<file path="config.mk">
export PLATFORM = sky130hd
export DESIGN_NAME = kb_led_ctrl_flat
export DESIGN_NICKNAME = d
export VERILOG_FILES = /design/src/rtl/kb_led_ctrl_pkg.sv /design/src/rtl/kb_led_ctrl_if.sv /design/src/rtl/kb_led_ctrl_timeout.sv /design/src/rtl/kb_led_ctrl.sv /design/src/flat_wrapper.sv
export SDC_FILE = /design/constraint.sdc
export NUM_CORES = 1
export LEC_CHECK = 0
export CORE_AREA = 2 2 83 85
export CTS_CLUSTER_SIZE = 24
export DETAILED_ROUTE_END_ITERATION = 8
export DIE_AREA = 0 0 85 87
export PLACE_DENSITY_LB_ADDON = 0.25
export SLEW_MARGIN = 20
export SYNTH_ARGS = -nofsm -noshare
export SYNTH_HDL_FRONTEND = slang
export SYNTH_SLANG_ARGS = --single-unit
</file>
<file path="constraint.sdc">
create_clock -name clk -period 2.3 [get_ports clk]
set_input_delay 0.345 -clock clk [delete_from_list [all_inputs] [get_ports clk]]
set_output_delay 0.345 -clock clk [all_outputs]
set_load 0.01 [all_outputs]
</file>
<file path="src/rtl/kb_led_ctrl_pkg.sv">
// Shared constants, state encoding and LED byte packing for the PS/2 lock-LED sequencer.
package kb_led_ctrl_pkg;

  localparam logic [7:0] PS2_CMD_SET_LEDS = 8'hED;
  localparam logic [7:0] PS2_RSP_ACK      = 8'hFA;
  localparam logic [7:0] PS2_RSP_RESEND   = 8'hFE;

  localparam int unsigned LED_SCROLL = 0;
  localparam int unsigned LED_NUM    = 1;
  localparam int unsigned LED_CAPS   = 2;

  typedef enum logic [2:0] {
    ST_IDLE,
    ST_SEND_CMD,
    ST_WAIT_CMD_DONE,
    ST_WAIT_ACK1,
    ST_SEND_ARG,
    ST_WAIT_ARG_DONE,
    ST_WAIT_ACK2
  } state_t;

  // leds is {caps,num,scroll}; upper five bits of the LED byte stay zero
  function automatic logic [7:0] led_byte(input logic [2:0] leds);
    logic [7:0] b;
    b = '0;
    b[LED_CAPS]   = leds[2];
    b[LED_NUM]    = leds[1];
    b[LED_SCROLL] = leds[0];
    return b;
  endfunction

endpackage

</file>
<file path="src/rtl/kb_led_ctrl_if.sv">
// Transmitter handshake and receiver byte stream seen by the lock-LED sequencer.
interface kb_led_ctrl_if;
  logic       tx_req;
  logic [7:0] tx_byte;
  logic       tx_ack;
  logic       tx_done;
  logic       byte_en;
  logic [7:0] rx_byte;
  logic       rsp_consume;

  modport master (
    output tx_req, tx_byte, rsp_consume,
    input  tx_ack, tx_done, byte_en, rx_byte
  );

  modport slave (
    input  tx_req, tx_byte, rsp_consume,
    output tx_ack, tx_done, byte_en, rx_byte
  );
endinterface

</file>
<file path="src/rtl/kb_led_ctrl_timeout.sv">
// Clear/enable cycle counter; expire is high in the cycle the count reaches TIMEOUT_CYCLES-1.
module kb_led_ctrl_timeout #(
  parameter int unsigned TIMEOUT_CYCLES = 2500000,
  parameter int unsigned CNT_W          = 22
) (
  input  logic clk,
  input  logic rst,
  input  logic clr,
  input  logic en,
  output logic expire
);

  logic [CNT_W-1:0] cnt;

  assign expire = en && (cnt == CNT_W'(TIMEOUT_CYCLES - 1));

  always_ff @(posedge clk or posedge rst) begin
    if (rst)
      cnt <= '0;
    else if (clr)
      cnt <= '0;
    else if (en && !expire)
      cnt <= cnt + CNT_W'(1);
  end

endmodule

</file>
<file path="src/rtl/kb_led_ctrl.sv">
// PS/2 lock-LED sequencer: 0xED + LED byte with ACK/resend, timeout and retry limit.
// Optional KB_LED_CTRL_INIT_EN forces one sync sequence after reset.
module kb_led_ctrl
  import kb_led_ctrl_pkg::*;
#(
  parameter int unsigned TIMEOUT_CYCLES = 2500000,
  parameter int unsigned MAX_RETRY      = 3,
  parameter int unsigned CNT_W          = 22
) (
  input  logic                 clk,
  input  logic                 i_aclr,
  input  logic [2:0]           i_leds,
  kb_led_ctrl_if.master        bus,
  output logic                 o_busy,
  output logic [2:0]           o_leds_applied,
  output logic                 o_err
);

  localparam int unsigned RETRY_W = (MAX_RETRY < 1) ? 1 : $clog2(MAX_RETRY + 1);

  state_t             state, state_n;
  logic [2:0]         target, target_n;
  logic [RETRY_W-1:0] retry, retry_n;
  logic [2:0]         applied_n;
  logic               err_n;
  logic               tx_req, consume, retry_ev, force_start;
  logic [7:0]         tx_byte;
  logic               is_ack, is_resend, waiting, expire, cmd_phase;

`ifdef KB_LED_CTRL_INIT_EN
  logic pending;
  always_ff @(posedge clk or posedge i_aclr) begin
    if (i_aclr)
      pending <= 1'b1;
    else if (state == ST_IDLE)
      pending <= 1'b0;
  end
  assign force_start = pending;
`else
  assign force_start = 1'b0;
`endif

  assign is_ack    = bus.byte_en && (bus.rx_byte == PS2_RSP_ACK);
  assign is_resend = bus.byte_en && (bus.rx_byte == PS2_RSP_RESEND);
  assign waiting   = (state == ST_WAIT_CMD_DONE) || (state == ST_WAIT_ACK1) ||
                     (state == ST_WAIT_ARG_DONE) || (state == ST_WAIT_ACK2);
  assign cmd_phase = (state == ST_WAIT_CMD_DONE) || (state == ST_WAIT_ACK1);

  kb_led_ctrl_timeout #(
    .TIMEOUT_CYCLES (TIMEOUT_CYCLES),
    .CNT_W          (CNT_W)
  ) u_timeout (
    .clk    (clk),
    .rst    (i_aclr),
    .clr    (state_n != state),
    .en     (waiting),
    .expire (expire)
  );

  always_comb begin
    state_n   = state;
    target_n  = target;
    retry_n   = retry;
    applied_n = o_leds_applied;
    err_n     = o_err;
    tx_req    = 1'b0;
    tx_byte   = '0;
    consume   = 1'b0;
    retry_ev  = 1'b0;
    unique case (state)
      ST_IDLE: begin
        if ((i_leds != o_leds_applied) || force_start) begin
          target_n = i_leds;
          retry_n  = '0;
          state_n  = ST_SEND_CMD;
        end
      end
      ST_SEND_CMD: begin
        tx_req  = 1'b1;
        tx_byte = PS2_CMD_SET_LEDS;
        if (bus.tx_ack) state_n = ST_WAIT_CMD_DONE;
      end
      ST_WAIT_CMD_DONE: begin
        if (bus.tx_done) state_n = ST_WAIT_ACK1;
        else if (expire) retry_ev = 1'b1;
      end
      // A recognised response takes priority over a same-cycle timeout
      ST_WAIT_ACK1: begin
        if (is_ack) begin
          consume = 1'b1;
          retry_n = '0;
          state_n = ST_SEND_ARG;
        end else if (is_resend) begin
          consume  = 1'b1;
          retry_ev = 1'b1;
        end else if (expire) begin
          retry_ev = 1'b1;
        end
      end
      ST_SEND_ARG: begin
        tx_req  = 1'b1;
        tx_byte = led_byte(target);
        if (bus.tx_ack) state_n = ST_WAIT_ARG_DONE;
      end
      ST_WAIT_ARG_DONE: begin
        if (bus.tx_done) state_n = ST_WAIT_ACK2;
        else if (expire) retry_ev = 1'b1;
      end
      ST_WAIT_ACK2: begin
        if (is_ack) begin
          consume   = 1'b1;
          applied_n = target;
          err_n     = 1'b0;
          state_n   = ST_IDLE;
        end else if (is_resend) begin
          consume  = 1'b1;
          retry_ev = 1'b1;
        end else if (expire) begin
          retry_ev = 1'b1;
        end
      end
      default: state_n = ST_IDLE;
    endcase

    // Abort still commits target so a keyboard that never answers cannot livelock us
    if (retry_ev) begin
      if (retry < RETRY_W'(MAX_RETRY)) begin
        retry_n = retry + RETRY_W'(1);
        state_n = cmd_phase ? ST_SEND_CMD : ST_SEND_ARG;
      end else begin
        err_n     = 1'b1;
        applied_n = target;
        state_n   = ST_IDLE;
      end
    end
  end

  always_ff @(posedge clk or posedge i_aclr) begin
    if (i_aclr) begin
      state          <= ST_IDLE;
      target         <= '0;
      retry          <= '0;
      o_leds_applied <= '0;
      o_err          <= 1'b0;
    end else begin
      state          <= state_n;
      target         <= target_n;
      retry          <= retry_n;
      o_leds_applied <= applied_n;
      o_err          <= err_n;
    end
  end

  assign bus.tx_req      = tx_req;
  assign bus.tx_byte     = tx_byte;
  assign bus.rsp_consume = consume;
  assign o_busy          = (state != ST_IDLE);

endmodule

</file>
<file path="src/flat_wrapper.sv">
// flat-port wrapper written by rule: the top's interface ports become plain ports
module kb_led_ctrl_flat import kb_led_ctrl_pkg::*;
#(
  parameter int unsigned TIMEOUT_CYCLES = 2500000,
  parameter int unsigned MAX_RETRY      = 3,
  parameter int unsigned CNT_W          = 22
)
  (clk, i_aclr, i_leds, o_busy, o_leds_applied, o_err, bus_tx_req, bus_tx_byte, bus_rsp_consume, bus_tx_ack, bus_tx_done, bus_byte_en, bus_rx_byte);
  kb_led_ctrl_if bus_i ();
  input  logic clk;
  input  logic i_aclr;
  input  logic [2:0] i_leds;
  output logic o_busy;
  output logic [2:0] o_leds_applied;
  output logic o_err;
  output wire logic [$bits(bus_i.tx_req)-1:0] bus_tx_req;
  output wire logic [$bits(bus_i.tx_byte)-1:0] bus_tx_byte;
  output wire logic [$bits(bus_i.rsp_consume)-1:0] bus_rsp_consume;
  input wire logic [$bits(bus_i.tx_ack)-1:0] bus_tx_ack;
  input wire logic [$bits(bus_i.tx_done)-1:0] bus_tx_done;
  input wire logic [$bits(bus_i.byte_en)-1:0] bus_byte_en;
  input wire logic [$bits(bus_i.rx_byte)-1:0] bus_rx_byte;
  assign bus_tx_req = bus_i.tx_req;
  assign bus_tx_byte = bus_i.tx_byte;
  assign bus_rsp_consume = bus_i.rsp_consume;
  assign bus_i.tx_ack = bus_tx_ack;
  assign bus_i.tx_done = bus_tx_done;
  assign bus_i.byte_en = bus_byte_en;
  assign bus_i.rx_byte = bus_rx_byte;
  kb_led_ctrl #(.TIMEOUT_CYCLES(TIMEOUT_CYCLES), .MAX_RETRY(MAX_RETRY), .CNT_W(CNT_W)) u_core (.clk(clk), .i_aclr(i_aclr), .i_leds(i_leds), .bus(bus_i), .o_busy(o_busy), .o_leds_applied(o_leds_applied), .o_err(o_err));
endmodule
</file>
==> flow_summary_export.csv <==
group,metric,value,unit
run_status,outcome,"completed",
critical_path,r2r_slack,0.15,ns
critical_path,start_kind,"input port",
clocking,htree_levels,2,
final_layout,post-route-util,40.5,%
detailed_routing,drc,0,
yosys,synth_nets,238,
final_layout,nets,282,
timing,setup_viol,0,
critical_path,path_max_fanout,3,
timing,fin_crit,2.21,ns
yosys,netlist_area,2090,sq um
critical_path,crit_required,1.96,ns
yosys,synth-seq-cells,34,
power,ir_drop,0.326,mV
yosys,synth_cell_types,53,
timing,finalHoldViolCount,0,
critical_path,path_buf_inv,2,
placement,placed_area,2490,sq um
detailed_routing,wl,4.57,mm
yosys,synth_area_leaders,"dfrtp_1 41%, xor2_1 5.9%, nor2_1 5.6%, xnor2_1 4.6%, nand3_1 2.9%",
clocking,hold_buffers,0,
global_route,grt_pass1_wl,7.69,mm
clocking,cts.sinks,34,
clocking,root_buffer,"clkbuf_8",
clocking,clk_latency,0.29,ns
global_route,grt_usage,12.8,%
clocking,cts.clk_slew.worst_paths,0.07,ns
timing,hold_ws,0.447,ns
critical_path,critPathKind,"in -> out",
final_layout,n_antenna_cell,0,
timing,setup_ws,0.0916,ns
die,chipWidth,85,microns
critical_path,worst_setup_path_end_kind,"primary output",
yosys,async_flop_share,100,%
global_route,first_global_vias,1669,
global_route,overflow,0,
yosys,synth_edf_count,0,
final_layout,layout.cells.non_filler,345,
timing,fmax,453,MHz
critical_path,timing.critical_path.mode_cell,"clkdlybuf4s50_1",
detailed_routing,final_antenna_net_count,0,
timing,fin_crit_sh,96.0,%
job,cap_violations,0,
die,io_pins,31,
critical_path,r2r_end,"u_core.u_timeout.cnt[7]",
detailed_routing,vias,1722,
critical_path,worstPathArrival,1.86,ns
timing,fin_worst_skew,0.00451,ns
yosys,ys_dominant_reg_cell,"dfrtp_1",
timing,tns,0,ns
die,std_cell_rows,30,
timing,max_slew_margin,52.9,%
yosys,yosysTopAreaCell,"dfrtp_1",
placement,dp.cells,329,
detailed_routing,post_drt_wl_per_cell,13.3,microns
power,p_leak,1.14,nW
die,design.core.area,6570,sq um
yosys,syn-mean-instance-area,9.52,sq um
yosys,yosys_warnings,0,
yosys,syn_inst,220,
yosys,synthTopCellsByCount,"34 x dfrtp_1, 31 x nor2_1, 16 x nand2_1",
yosys,yosysTopAreaCellShare,40.6,%
power,p_total,1.51,mW
clocking,cts_tree,"built",
clocking,clk_path_buf_depth,2,
die,initial_utilization,31.9,%
critical_path,timing.rr.start,"u_core.u_timeout.cnt[14]",
critical_path,cpPeakStageDelay,0.53,ns
detailed_routing,drtIter0Drc,87,
placement,post-place-ws,0.0578,ns
placement,hpwl,3.31,mm
final_layout,layout-drive-gt1-share,18.1,%
critical_path,critPathTopFamily,"buffers and inverters",
critical_path,path_cells,"clkdlybuf4s50_1 -> nand4_1 -> nor2_1 -> and3_1 -> clkdlybuf4s50_1",
timing,tightest_slew,0.706,ns
worst_hold_path,hold_class,"in -> async",
detailed_routing,drt_pass1_iterations,4,
critical_path,worst_r2r_path_depth,6,
timing,maxSlewViolCount,0,
final_layout,design_area,2660,sq um
timing,rsz0062_at_grt,"no",
detailed_routing,routed_via_density,4.99,
placement,gp_congestion,0.805,
power,powerDensity,568,nW/um^2
clocking,numCtsBuffers,5,
yosys,synth_most_common_cell,"dfrtp_1",
die,fp.dieH,87,microns
global_route,grt_max_degree,35,
placement,port_buffers,29,
final_layout,syn2layout_area_growth,26.9,%
yosys,ys_seq_area_share,40.6,%
die,dieArea,7400,sq um
critical_path,critPathSlowestCell,"clkdlybuf4s50_1",
global_route,antenna_found_initial,0,
-- layer usage --
metal / vias to the layer above / track usage [%] / part of all wire, %
met1: 824 / 17.6 / 51
met2: 37 / 19.4 / 42
li1: 853 / - / -
met4: 0 / 5.19 / 1.6
met5: - / 0 / 0
met3: 8 / 3.32 / 5.2
-- cell usage in the layout (no fill, tap or decap), drive strengths merged, types with 3 or more instances in the layout --
| master | instances |
|---|---|
| nand2 | 16 |
| nor3 | 9 |
| xnor2 | 11 |
| inv | 7 |
| xor2 | 15 |
| nand3 | 13 |
| mux2i | 3 |
| and3 | 5 |
| nand3b | 3 |
| clkdlybuf4s50 | 28 |
| clkbuf | 6 |
| a31oi | 3 |
| buf | 18 |
| nand4 | 8 |
| mux2 | 7 |
| nor2 | 32 |
| o21ai | 9 |
| a21oi | 5 |
| dfrtp | 34 |
-- worst max-delay path by stage --
stage                                   from                  endpoint  slack, ns  cells after the start
finish                           bus_byte_en           bus_rsp_consume       0.09                      5
floorplan           u_core.u_timeout.cnt[14]  u_core.o_leds_applied[0]       0.41                      6
detailed placement               bus_byte_en  u_core.o_leds_applied[1]       0.06                      7
global placement                 bus_byte_en  u_core.o_leds_applied[1]       0.05                      7
CTS                          u_core.state[0]            bus_tx_byte[1]      0.008                      5
global route        u_core.u_timeout.cnt[14]  u_core.u_timeout.cnt[15]      0.004                      6
-- repair_timing --
item / CTS / global route
resized for setup: 5 / 2
setup endpoints to repair: 8 / 3
setup buffers: 0 / 8
-- report_power, final --
part / switching [mW] / leakage [nW] / total (mW) / internal, mW
logic: 0.129 / 0.656 / 0.265 / 0.136
clock network: 0.229 / 0.0472 / 0.469 / 0.241
registers: 0.0866 / 0.440 / 0.776 / 0.689
total: 0.444 / 1.14 / 1.51 / 1.07
-- final cells by class --
cell class,count,area (sq um)
Clock buffer,6,82.6
Sequential cell,34,853
Tap cell,80,100
Clock inverter,2,12.5
Inverter,7,26.3
Multi-Input combinational cell,169,1160
Fill cell,666,3910
Timing Repair Buffer,47,428
-- registers in the layout, summed over array words and instances (netlist names) --
| signal | count |
|---|---|
| u_core.u_timeout.cnt | 22 |
| u_core.o_leds_applied | 3 |
| u_core.state | 3 |
| u_core.target | 3 |
| u_core.retry | 2 |
| u_core.o_err | 1 |
-- logic make-up after synthesis --
| kind of cell | after synthesis | synth area share [%] |
|---|---|---|
| other | 1 | 0.179 |
| AOI/OAI and AO/OA | 27 | 9.68 |
| muxes | 10 | 5.20 |
| and+or+nand+nor | 102 | 26.7 |
| DFF | 34 | 40.6 |
| adders and majority gates | 3 | 1.67 |
| xor gates and xnor gates | 26 | 11.2 |
| buffers and inverters | 17 | 4.72 |
-- tightest hold or removal path: cells and delay by family --
kind,cells,cell delay (ns)
buffers and inverters,3,0.82
Power figures use the tool's default switching activity.
